**src/rtl/game_pkg.sv**
```systemverilog
// Shared types and helpers for the level countdown timer.
// Digits are BCD nibbles; anything above nine from upstream is treated as nine.
package game_pkg;

  typedef enum logic [1:0] {
    IDLE    = 2'd0,
    RUN     = 2'd1,
    PAUSE   = 2'd2,
    EXPIRED = 2'd3
  } timer_state_t;

  typedef logic [3:0] bcd_digit_t;

  localparam bcd_digit_t BCD_MAX = 4'd9;

  function automatic bcd_digit_t clamp_bcd(input logic [3:0] d);
    return (d > BCD_MAX) ? BCD_MAX : d;
  endfunction

endpackage

```
**src/rtl/bcd_digit_down.sv**
```systemverilog
// One BCD digit of the countdown: loads a clamped value, decrements on borrow.
// borrow_o is combinational so three instances form a ripple borrow chain.
module bcd_digit_down
  import game_pkg::*;
(
  input  logic       clk,
  input  logic       reset,
  input  logic       load_i,
  input  logic [3:0] load_val_i,
  input  logic       dec_en_i,
  input  logic       borrow_i,
  output logic [3:0] value_o,
  output logic       borrow_o
);

  bcd_digit_t value_q;
  bcd_digit_t value_d;

  always_comb begin
    value_d = value_q;
    if (load_i) begin
      value_d = load_val_i;
    end else if (dec_en_i && borrow_i) begin
      value_d = (value_q == 4'd0) ? BCD_MAX : value_q - 4'd1;
    end
  end

  always_ff @(posedge clk) begin
    if (reset) begin
      value_q <= 4'd0;
    end else begin
      value_q <= value_d;
    end
  end

  assign value_o  = value_q;
  assign borrow_o = (value_q == 4'd0) && borrow_i;

endmodule

```
**src/rtl/bcd_countdown_timer.sv**
```systemverilog
// Per-level countdown: latches three BCD digits on load, counts down once per
// second while running, and pulses time_up for one cycle when 000 is reached.
module bcd_countdown_timer
  import game_pkg::*;
#(
  parameter int CLK_HZ = 50000000,
  parameter int TICK_W = 26
) (
  input  logic       clk,
  input  logic       reset,
  input  logic       load,
  input  logic       run,
  input  logic [3:0] load_three,
  input  logic [3:0] load_two,
  input  logic [3:0] load_one,
  output logic [3:0] value_three,
  output logic [3:0] value_two,
  output logic [3:0] value_one,
  output logic       running,
  output logic       expired,
  output logic       time_up
);

  localparam logic [TICK_W-1:0] TICK_TERM = TICK_W'(CLK_HZ - 1);

  timer_state_t      state_q, state_d;
  logic [TICK_W-1:0] presc_q, presc_d;
  logic              time_up_q, time_up_d;

  logic [3:0] ld_three, ld_two, ld_one;
  logic       load_zero;
  logic       sec_tick;
  logic       tick_apply;
  logic       count_is_one;
  logic       borrow_one, borrow_two, borrow_three;

  assign ld_three  = clamp_bcd(load_three);
  assign ld_two    = clamp_bcd(load_two);
  assign ld_one    = clamp_bcd(load_one);
  assign load_zero = (ld_three == 4'd0) && (ld_two == 4'd0) && (ld_one == 4'd0);

  assign sec_tick     = (state_q == RUN) && (presc_q == TICK_TERM);
  assign count_is_one = (value_three == 4'd0) && (value_two == 4'd0) && (value_one == 4'd1);

  // borrow_three high means the whole count is already 000: never underflow.
  always_comb begin
    state_d    = state_q;
    presc_d    = presc_q;
    time_up_d  = 1'b0;
    tick_apply = 1'b0;
    if (load) begin
      presc_d = '0;
      if (load_zero) begin
        state_d   = EXPIRED;
        time_up_d = (state_q != EXPIRED);
      end else begin
        state_d = run ? RUN : PAUSE;
      end
    end else begin
      case (state_q)
        IDLE: begin
          state_d = IDLE;
        end
        RUN: begin
          presc_d    = sec_tick ? '0 : presc_q + TICK_W'(1);
          tick_apply = sec_tick && !borrow_three;
          if (tick_apply && count_is_one) begin
            state_d   = EXPIRED;
            time_up_d = 1'b1;
          end else if (!run) begin
            state_d = PAUSE;
          end
        end
        PAUSE: begin
          if (run) begin
            state_d = RUN;
          end
        end
        EXPIRED: begin
          state_d = EXPIRED;
        end
        default: begin
          state_d = IDLE;
        end
      endcase
    end
  end

  always_ff @(posedge clk) begin
    if (reset) begin
      state_q   <= IDLE;
      presc_q   <= '0;
      time_up_q <= 1'b0;
    end else begin
      state_q   <= state_d;
      presc_q   <= presc_d;
      time_up_q <= time_up_d;
    end
  end

  // Ones digit always sees a borrow request; tick_apply gates the whole chain.
  bcd_digit_down u_digit_one (
    .clk        (clk),
    .reset      (reset),
    .load_i     (load),
    .load_val_i (ld_one),
    .dec_en_i   (tick_apply),
    .borrow_i   (1'b1),
    .value_o    (value_one),
    .borrow_o   (borrow_one)
  );

  bcd_digit_down u_digit_two (
    .clk        (clk),
    .reset      (reset),
    .load_i     (load),
    .load_val_i (ld_two),
    .dec_en_i   (tick_apply),
    .borrow_i   (borrow_one),
    .value_o    (value_two),
    .borrow_o   (borrow_two)
  );

  bcd_digit_down u_digit_three (
    .clk        (clk),
    .reset      (reset),
    .load_i     (load),
    .load_val_i (ld_three),
    .dec_en_i   (tick_apply),
    .borrow_i   (borrow_two),
    .value_o    (value_three),
    .borrow_o   (borrow_three)
  );

  assign running = (state_q == RUN);
  assign expired = (state_q == EXPIRED);
  assign time_up = time_up_q;

endmodule

```
**config.mk**
```make
export PLATFORM = sky130hd
export DESIGN_NAME = bcd_countdown_timer
export DESIGN_NICKNAME = d
export VERILOG_FILES = /design/src/rtl/game_pkg.sv /design/src/rtl/bcd_digit_down.sv /design/src/rtl/bcd_countdown_timer.sv
export SDC_FILE = /design/constraint.sdc
export NUM_CORES = 1
export LEC_CHECK = 0
export BUFFER_PORTS_ARGS = -buffer_cell sky130_fd_sc_hd__clkbuf_2
export CAP_MARGIN = 5
export CORE_MARGIN = 2
export CORE_UTILIZATION = 61
export CTS_CLUSTER_DIAMETER = 80
export DETAILED_ROUTE_END_ITERATION = 16
export PLACE_DENSITY = 0.84
export SLEW_MARGIN = 25
export SYNTH_ARGS = -nofsm -noshare
export SYNTH_HDL_FRONTEND = slang
export SYNTH_SLANG_ARGS = --single-unit
```
**constraint.sdc**
```tcl
create_clock -name clk -period 3.1 [get_ports clk]
set_input_delay 0.155 -clock clk [delete_from_list [all_inputs] [get_ports clk]]
set_output_delay 0.155 -clock clk [all_outputs]
set_load 0.05 [all_outputs]
```
; ---- Yosys cells after proc, flatten, opt, wreduce, memory -nomap -nowiden
; Index checks and enable logic that the tools add are counted.
[op_classes]
n_addsub = 4
magnitude_cmp = 3
eq_ne = 8
muxes = 26
reduce_logical = 24
[ops]
columns = op, n
row1 = $mux W4, 12
row2 = $add A26 B1 Y26 const B, 1
row3 = $eq A26 B26 Y1 const B, 1
row4 = $mux W26, 1
row5 = $logic_not A4 Y1, 6
row6 = $gt A4 B4 Y1 const B, 3
row7 = $mux W2, 6
row8 = $sub A4 B1 Y4 const B, 3
row9 = $logic_and A1 B1 Y1, 11
row10 = $pmux W2 S4, 1
row11 = $mux W1, 6
row12 = $reduce_bool A2 Y1, 3
row13 = $eq A2 B2 Y1 const B, 2
row14 = $eq A4 B1 Y1 const B, 1
row15 = $ne A4 B3 Y1 const B, 1
row16 = $ne A3 B3 Y1 const B, 1
row17 = $eq A2 B1 Y1 const B, 1
row18 = $logic_not A2 Y1, 1
row19 = $ne A2 B2 Y1 const B, 1
row20 = $reduce_and A2 Y1, 1
row21 = $reduce_or A2 Y1, 1
row22 = $logic_not A1 Y1, 1
[totals]
regBits = 41
in_bits = 16
output_inout_bits = 15

; ---- Depth between registers and ports, before layout
; Gate-level depths: netlist of the first run.
[logic_depth]
depth_word = 10
depth_mapped = 9

; ---- Hierarchy
; Synthesis of the first run repeated with hierarchy kept, for this count alone.
[hier_totals]
hier_cells = 268
area_unflattened_um2 = 2234.6
[by_module_without_submodules]
columns = module, n_inst, cells_per_inst, area_each_um2, seq_area_each_um2
row1 = bcd_countdown_timer, 1, 187, 1532.7, 580.6
row2 = bcd_digit_down, 3, 27, 234.0, 80.1

; ---- Least setup slack after synthesis of the first run
; No wires, ideal clock.
[synth_path]
kind = reg-to-reg
startpoint = register u_digit_two.value_q[2], in the netlist u_digit_two.value_o[2]
endpoint = register u_digit_three.value_q[0], in the netlist u_digit_three.value_o[0]
setup_ns = 0.115
arrival_time_ns = 1.874
path_slack_ns = 1.111
path_stages_with_launch = 6
path_buffers = 0
path_cell_list = dfxtp_1 -> nor4_1 -> nand3_1 -> nor3_2 -> mux2_2 -> o21a_1
[synth_via]
elab_chain_len = 9
[synth_lines]
columns = item, line
row1 = start: declaration, bcd_digit_down.sv:16  ; bcd_digit_t value_q;
row2 = start signal: assignment, bcd_digit_down.sv:32  ; value_q <= value_d;
row3 = $logic_not A4 Y1 (*), bcd_digit_down.sv:37  ; assign borrow_o = (value_q == 4'd0) && borrow_i;
row4 = $logic_and A1 B1 Y1 (*), bcd_digit_down.sv:37
row5 = $logic_and A1 B1 Y1, bcd_digit_down.sv:37
row6 = $logic_not A1 Y1, bcd_countdown_timer.sv:66  ; tick_apply = sec_tick && !borrow_three;
row7 = $logic_and A1 B1 Y1, bcd_countdown_timer.sv:66
row8 = $mux W1, bcd_countdown_timer.sv:60  ; case (state_q)
row9 = $mux W1, bcd_countdown_timer.sv:51  ; if (load) begin
row10 = $logic_and A1 B1 Y1 (*), bcd_digit_down.sv:23  ; end else if (dec_en_i && borrow_i) begin
row11 = $reduce_bool A2 Y1 (no source line) (*), -
row12 = end signal: assignment, bcd_digit_down.sv:32
row13 = end: declaration, bcd_digit_down.sv:16
; Every way passes the cells marked *; elsewhere a longest branch is shown, timed or not.
; A chain may end at the register's enable or synchronous reset.

; ---- Worst setup path in the final report of the first run
[layout_path]
startpoint = register presc_q[0]
endpoint = register u_digit_three.value_q[0], in the netlist u_digit_three.value_o[0]
[layout_via]
elab_chain_len = 7
[layout_lines]
columns = item, line
row1 = start: declaration, bcd_countdown_timer.sv:27  ; logic [TICK_W-1:0] presc_q, presc_d;
row2 = start signal: assignment, bcd_countdown_timer.sv:96  ; presc_q <= presc_d;
row3 = $eq A26 B26 Y1, bcd_countdown_timer.sv:42  ; assign sec_tick = (state_q == RUN) && (presc_q == TICK_TERM);
row4 = $logic_and A1 B1 Y1, bcd_countdown_timer.sv:42
row5 = $logic_and A1 B1 Y1, bcd_countdown_timer.sv:66
row6 = $mux W1, bcd_countdown_timer.sv:60
row7 = $mux W1, bcd_countdown_timer.sv:51
row8 = $logic_and A1 B1 Y1, bcd_digit_down.sv:23
row9 = $reduce_bool A2 Y1 (no source line), -
; No other way between the ends.

==> impl_metrics.toml, run 1 <==
[synth]
yosysWarningCount = 0
synthXorXnorAreaFrac_pct = 8.91
synth-adder-area-share_pct = 0.553
syn_inst = 271
yosysTopAreaCell = "dfxtp_1"
syn-num-nets = 288
ys_top_cells_by_area = "dfxtp_1 36%, nor2_1 6.8%, xnor2_1 6.2%"
synthDistinctLibCells = 51
synthSimpleGateAreaFrac_pct = 33.1
synth_area_sq_um = 2260
ys.flop_type = "dfxtp_1"
synth_edf_count = 0
syn_avg_cell_area_sq_um = 8.34
synth_top_family_by_area = "simple AND/OR/NAND/NOR gates"
synth.mux.area_fraction_pct = 1.38
synth_compound_area_share_pct = 15.5
synth_top_area_share_pct = 36.3
synth_commonest_cells = "41 x dfxtp_1, 41 x nor2_1, 18 x nand2_1"
yosysSeqAreaShare_pct = 36.3
ys_seq_elements = 41
async_flop_share_pct = 0

[timing]
tightest_slew_ps = 563
setup_tns_ps = 0
max_freq_ghz = 0.472
skew_ps = 6.48
finalSetupViolations = 0
grt_setup_unrepaired = "false"
slew_headroom_pct = 62.5
report.final.slew_viol_count = 0
finalHoldViolations = 0
fin_crit_ps = 2120
fin_crit_sh_pct = 68.4

[clock_tree]
cts_setup_buffers = 0
clk_latency_ps = 290
cts_tree = "yes"
clock_sinks = 41
cts_made_buffers = 5
cts_resized = 0
htreeDepth = 2
clockBufferDepth = 2
clk_pin_slew_worst_paths_ps = 80
cts_root_buffer = "clkbuf_8"
hold_buffers = 0

[detailed_routing]
wire_per_inst_um = 13.9
dr.pass1.iters = 4
routed_via_density = 5.78
drc = 0
drtAntennaViolNets = 0
routed_wl_um = 4850
drt-initial-drc-count = 113
vias = 2013

[die]
die_x_um = 64.9
io_pins = 31
die_y_um = 64.9
die_area_sq_um = 4210
core_sq_um = 3610
rows = 22
initial_utilization_pct = 62.7

[grt]
grt_usage_pct = 25.3
grt_pass1_vias = 1997
grt_max_degree = 30
overflow = 0
antenna_found_initial = 0
use_met1_pct = 29.5
busiest_layer = "met2"
grt_pass1_wl_um = 8450
grtUsageMet2_pct = 45.6
grt_use_met3_pct = 6.42

[setup_path]
timing.rr.end = "u_digit_three.value_o[0]"
required_ps = 3290
critical_path_class = "register to register"
ff2ff_setup_slack_ps = 980
reg2reg_depth = 6
crit_arrival_ps = 2300
endpoint_kind = "register"
path_max_fanout = 6
startpoint_type = "register"
critical_path.startpoint = "presc_q[0]"
r2r-start = "presc_q[0]"

[worst_hold_path]
hold_end = "u_digit_two.value_o[1]"
holdPathStages = 2
hold_class = "input port to register"
hp-start = "load_two[3]"

[place]
gp_congestion = 0.920
dp_hpwl_um = 3540
io_buffers = 30

[finish]
n_antenna_cell = 0
utilization_pct = 69.5
syn_to_final_growth_pct = 10.9
fill_cells = 323
layout-drive-gt1-share_pct = 18.3
nets = 316

[status]
status = "completed"

[run]
drv_cap = 0

[power_and_ir_drop]
ir_drop_mv = 0.283
p_leak_nw = 0.957
p_per_area_nw_per_um2 = 411
## metrics by stage
stage / instance area [sq um] / power [mW] / setup WS (ps) / hold WS, ps / instances
floorplan: 2260 / 0.670 / 1110 / 264 / 271
global placement: 2430 / 0.707 / 1100 / 408 / 340
detailed placement: 2430 / 0.710 / 1010 / 408 / 340
CTS: 2510 / 1.04 / 992 / 105 / 348
global route: 2510 / 1.08 / 859 / 106 / 348
finish: 2510 / 1.03 / 981 / 116 / 348
## cell usage in the layout (no fill, tap or decap), types with 2 or more instances in the layout
cell type  instances
o32ai_1            2
nand2b_1           4
a2111oi_2          2
nand3_1           11
o21ai_0            6
a21oi_1           11
nor2_1            41
inv_1             12
a31oi_1            2
nor4_2             2
or2_2              3
a211oi_1           5
or3_1              2
nor4_1             8
nand2_1           18
a21o_1             2
clkbuf_1           3
xor2_1             7
nand4_4            2
clkbuf_2          30
and4_1             4
o21a_1             4
clkbuf_8           5
nand4_1            5
mux2i_1            2
and3_1             8
nor2b_1            4
nand3b_1           2
dfxtp_1           41
xnor2_1           16
a311oi_1           4
nor3_1            11
and2_1             2
## flip-flops by register name, indices dropped and copies added, names as in the netlist
signal / cells
u_digit_three.value_o: 4
u_digit_two.value_o: 4
presc_q: 26
time_up: 1
u_digit_one.value_o: 4
state_q: 2
## kinds of logic after synthesis
family                     count (synthesis)
adders and majority gates                  1
muxes                                      3
AOI/OAI and AO/OA                         47
and+or+nand+nor                          134
xor gates and xnor gates                  23
DFF                                       41
buffers and inverters                     22
## critical path, stage by stage (launching register included)
cell     delay (ps)
dfxtp_1         370
ha_1            180
and4b_1         360
nand4_4         200
nor3_2          360
mux2_2          380
o21a_1          160
## worst max-delay path by stage
stage / depth (start not counted) / endpoint
after floorplan: 5 / u_digit_three.value_o[0]
after global placement: 6 / u_digit_three.value_o[0]
after detailed placement: 6 / u_digit_three.value_o[0]
after CTS: 6 / u_digit_three.value_o[0]
after global routing: 6 / u_digit_three.value_o[0]
final: 6 / u_digit_three.value_o[0]
## per-layer routing
layer | share of wire [%] | vias up
li1 | - | 1029
met1 | 45 | 925
met2 | 50 | 51
met3 | 4.4 | 8
met4 | 1.3 | 0
met5 | 0 | -
## power breakdown
group	internal (mW)	switching, mW
Sequential	0.537	0.0154
Combinational	0.0487	0.0987
Clock	0.160	0.171
## cell type report
cell class              instances  area [sq um]  share of cell area, %
clock buffers                   8          80.1                   3.19
inverters                      12          45.0                   1.80
multi-input cells             208          1340                   53.6
flip-flops and latches         41           821                   32.7
well taps                      48          60.1                   2.40
repair buffers                 31           158                   6.29
(Power assumes the default switching activity.)
==> run 2, diff against run 1 <==
--- a/config.mk
+++ b/config.mk
@@ -8,10 +8,10 @@
 export BUFFER_PORTS_ARGS = -buffer_cell sky130_fd_sc_hd__clkbuf_2
 export CAP_MARGIN = 5
 export CORE_MARGIN = 2
-export CORE_UTILIZATION = 61
+export CORE_UTILIZATION = 57
 export CTS_CLUSTER_DIAMETER = 80
 export DETAILED_ROUTE_END_ITERATION = 16
-export PLACE_DENSITY = 0.84
+export PLACE_DENSITY = 0.79
 export SLEW_MARGIN = 25
 export SYNTH_ARGS = -nofsm -noshare
 export SYNTH_HDL_FRONTEND = slang
==> constraint.sdc (replaced) <==
create_clock -name clk -period 2.2 [get_ports clk]
set_input_delay 0.11 -clock clk [delete_from_list [all_inputs] [get_ports clk]]
set_output_delay 0.11 -clock clk [all_outputs]
set_load 0.05 [all_outputs]
==> run 2 against run 1 <==
Setup slack worse by 720 ps. Final cell count up 1.1%. Non-clock buffer count up 5. Clock power up 48%. Sequential cell count unchanged. Die area up 6.6%. Maximum frequency up 9.3%. Sequential power up 41%. Final area up 1.7%. Critical endpoint unchanged.
==> impl_metrics.toml, run 2 (synthesis gave the netlist of run 1 again) <==
[status]
status = "completed"

[detailed_routing]
vias = 2034
drt-initial-drc-count = 121
dr.pass1.iters = 4
routed_wl_um = 4700
drtAntennaViolNets = 0
wire_per_inst_um = 13.3
routed_via_density = 5.78
drc = 0

[worst_hold_path]
hold_class = "input port to register"

[setup_path]
critical_path_class = "register to register"
critical_path.top_delay_family = "simple AND/OR/NAND/NOR gates"
required_ps = 2380
ff2ff_setup_slack_ps = 260
max_stage_delay_ps = 370
endpoint_kind = "register"
slowest_stage = "dfxtp_1"
startpoint_type = "register"
critical_path_buf_inv_count = 0
path_max_fanout = 6
crit_chain = "ha_1 > and4b_1 > nand4_4 > nor3_2 > mux2_2 > o21a_1"
crit_arrival_ps = 2120

[finish]
largest_reg_flops = 26
n_antenna_cell = 0
layout-drive-gt1-share_pct = 20.1
nets = 321
final_cell_mix = "41 x nor2_1, 41 x dfxtp_1, 30 x clkbuf_2"
final_cell_area_sq_um = 2550
syn_to_final_growth_pct = 12.8
regMostFlops = "presc_q"

[die]
die_area_sq_um = 4490
die_x_um = 67.0
core_sq_um = 3740
io_pins = 31
die_y_um = 67.0
initial_utilization_pct = 60.4
rows = 22

[clock_tree]
cts_tree = "yes"
clk_pin_slew_worst_paths_ps = 80
htreeDepth = 2
cts_made_buffers = 5
clock_sinks = 41
cts_root_buffer = "clkbuf_8"
cts_setup_buffers = 0
hold_buffers = 0
clockBufferDepth = 2
clk_latency_ps = 290
cts_resized = 0

[timing]
tightest_slew_ps = 527
slew_headroom_pct = 64.6
finalSetupViolations = 0
hold_slack_ps = 58.3
fin_crit_ps = 1940
report.final.slew_viol_count = 0
finalHoldViolations = 0
setup_tns_ps = 0
max_freq_ghz = 0.516
fin_crit_sh_pct = 88.1
layout_setup_ws_ps = 261
skew_ps = 7.05
grt_setup_unrepaired = "false"

[place]
placed_area_sq_um = 2460
gp_congestion = 0.797
pre_cts_slack_ps = 290
io_buffers = 30
dp_hpwl_um = 3480

[grt]
grt_usage_pct = 23.1
overflow = 0
grt_max_degree = 25
grt_pass1_wl_um = 8000
grt_pass1_vias = 1832
antenna_found_initial = 0

[power_and_ir_drop]
p_leak_nw = 0.987
p_per_area_nw_per_um2 = 581
ir_drop_mv = 0.319
finalPower_mw = 1.48

[run]
drv_cap = 0
==> run 2: metrics by stage <==
stage	cells	util, %
5_1_grt	352	68.1
2_1_floorplan	271	-
3_5_place_dp	345	65.8
6_report	352	68.1
4_1_cts	352	68.1
3_3_place_gp	345	65.8
==> run 2: path summary, 6_finish.rpt <==
check,from,to,cells past startpoint
setup / recovery,presc_q[0],u_digit_three.value_o[0],6
hold / removal,load_two[3],u_digit_two.value_o[1],2
setup reg to reg,presc_q[0],u_digit_three.value_o[0],6
hold reg to reg,presc_q[1],presc_q[1],2
==> run 2: area by class of cell <==
| class | count | area, sq um |
|---|---|---|
| fill | 327 | 1190 |
| multi-input combinational | 208 | 1340 |
| tap | 48 | 60.1 |
| inverter | 12 | 45.0 |
| clock buffer | 7 | 86.3 |
| timing repair buffer | 36 | 195 |
| sequential | 41 | 821 |
==> run 2: layer usage <==
metal  share of wire (%)  track usage [%]
met4                 1.2             8.42
met5                   0                0
met3                 3.8             5.07
met2                  48             38.5
met1                  47             29.2
==> run 2: power by group <==
part | leakage, nW | switching, mW | total (mW) | internal [mW]
sequential | 0.333 | 0.0233 | 0.780 | 0.756
combinational | 0.610 | 0.139 | 0.214 | 0.0753
clock | 0.0443 | 0.240 | 0.489 | 0.249
total | 0.987 | 0.402 | 1.48 | 1.08
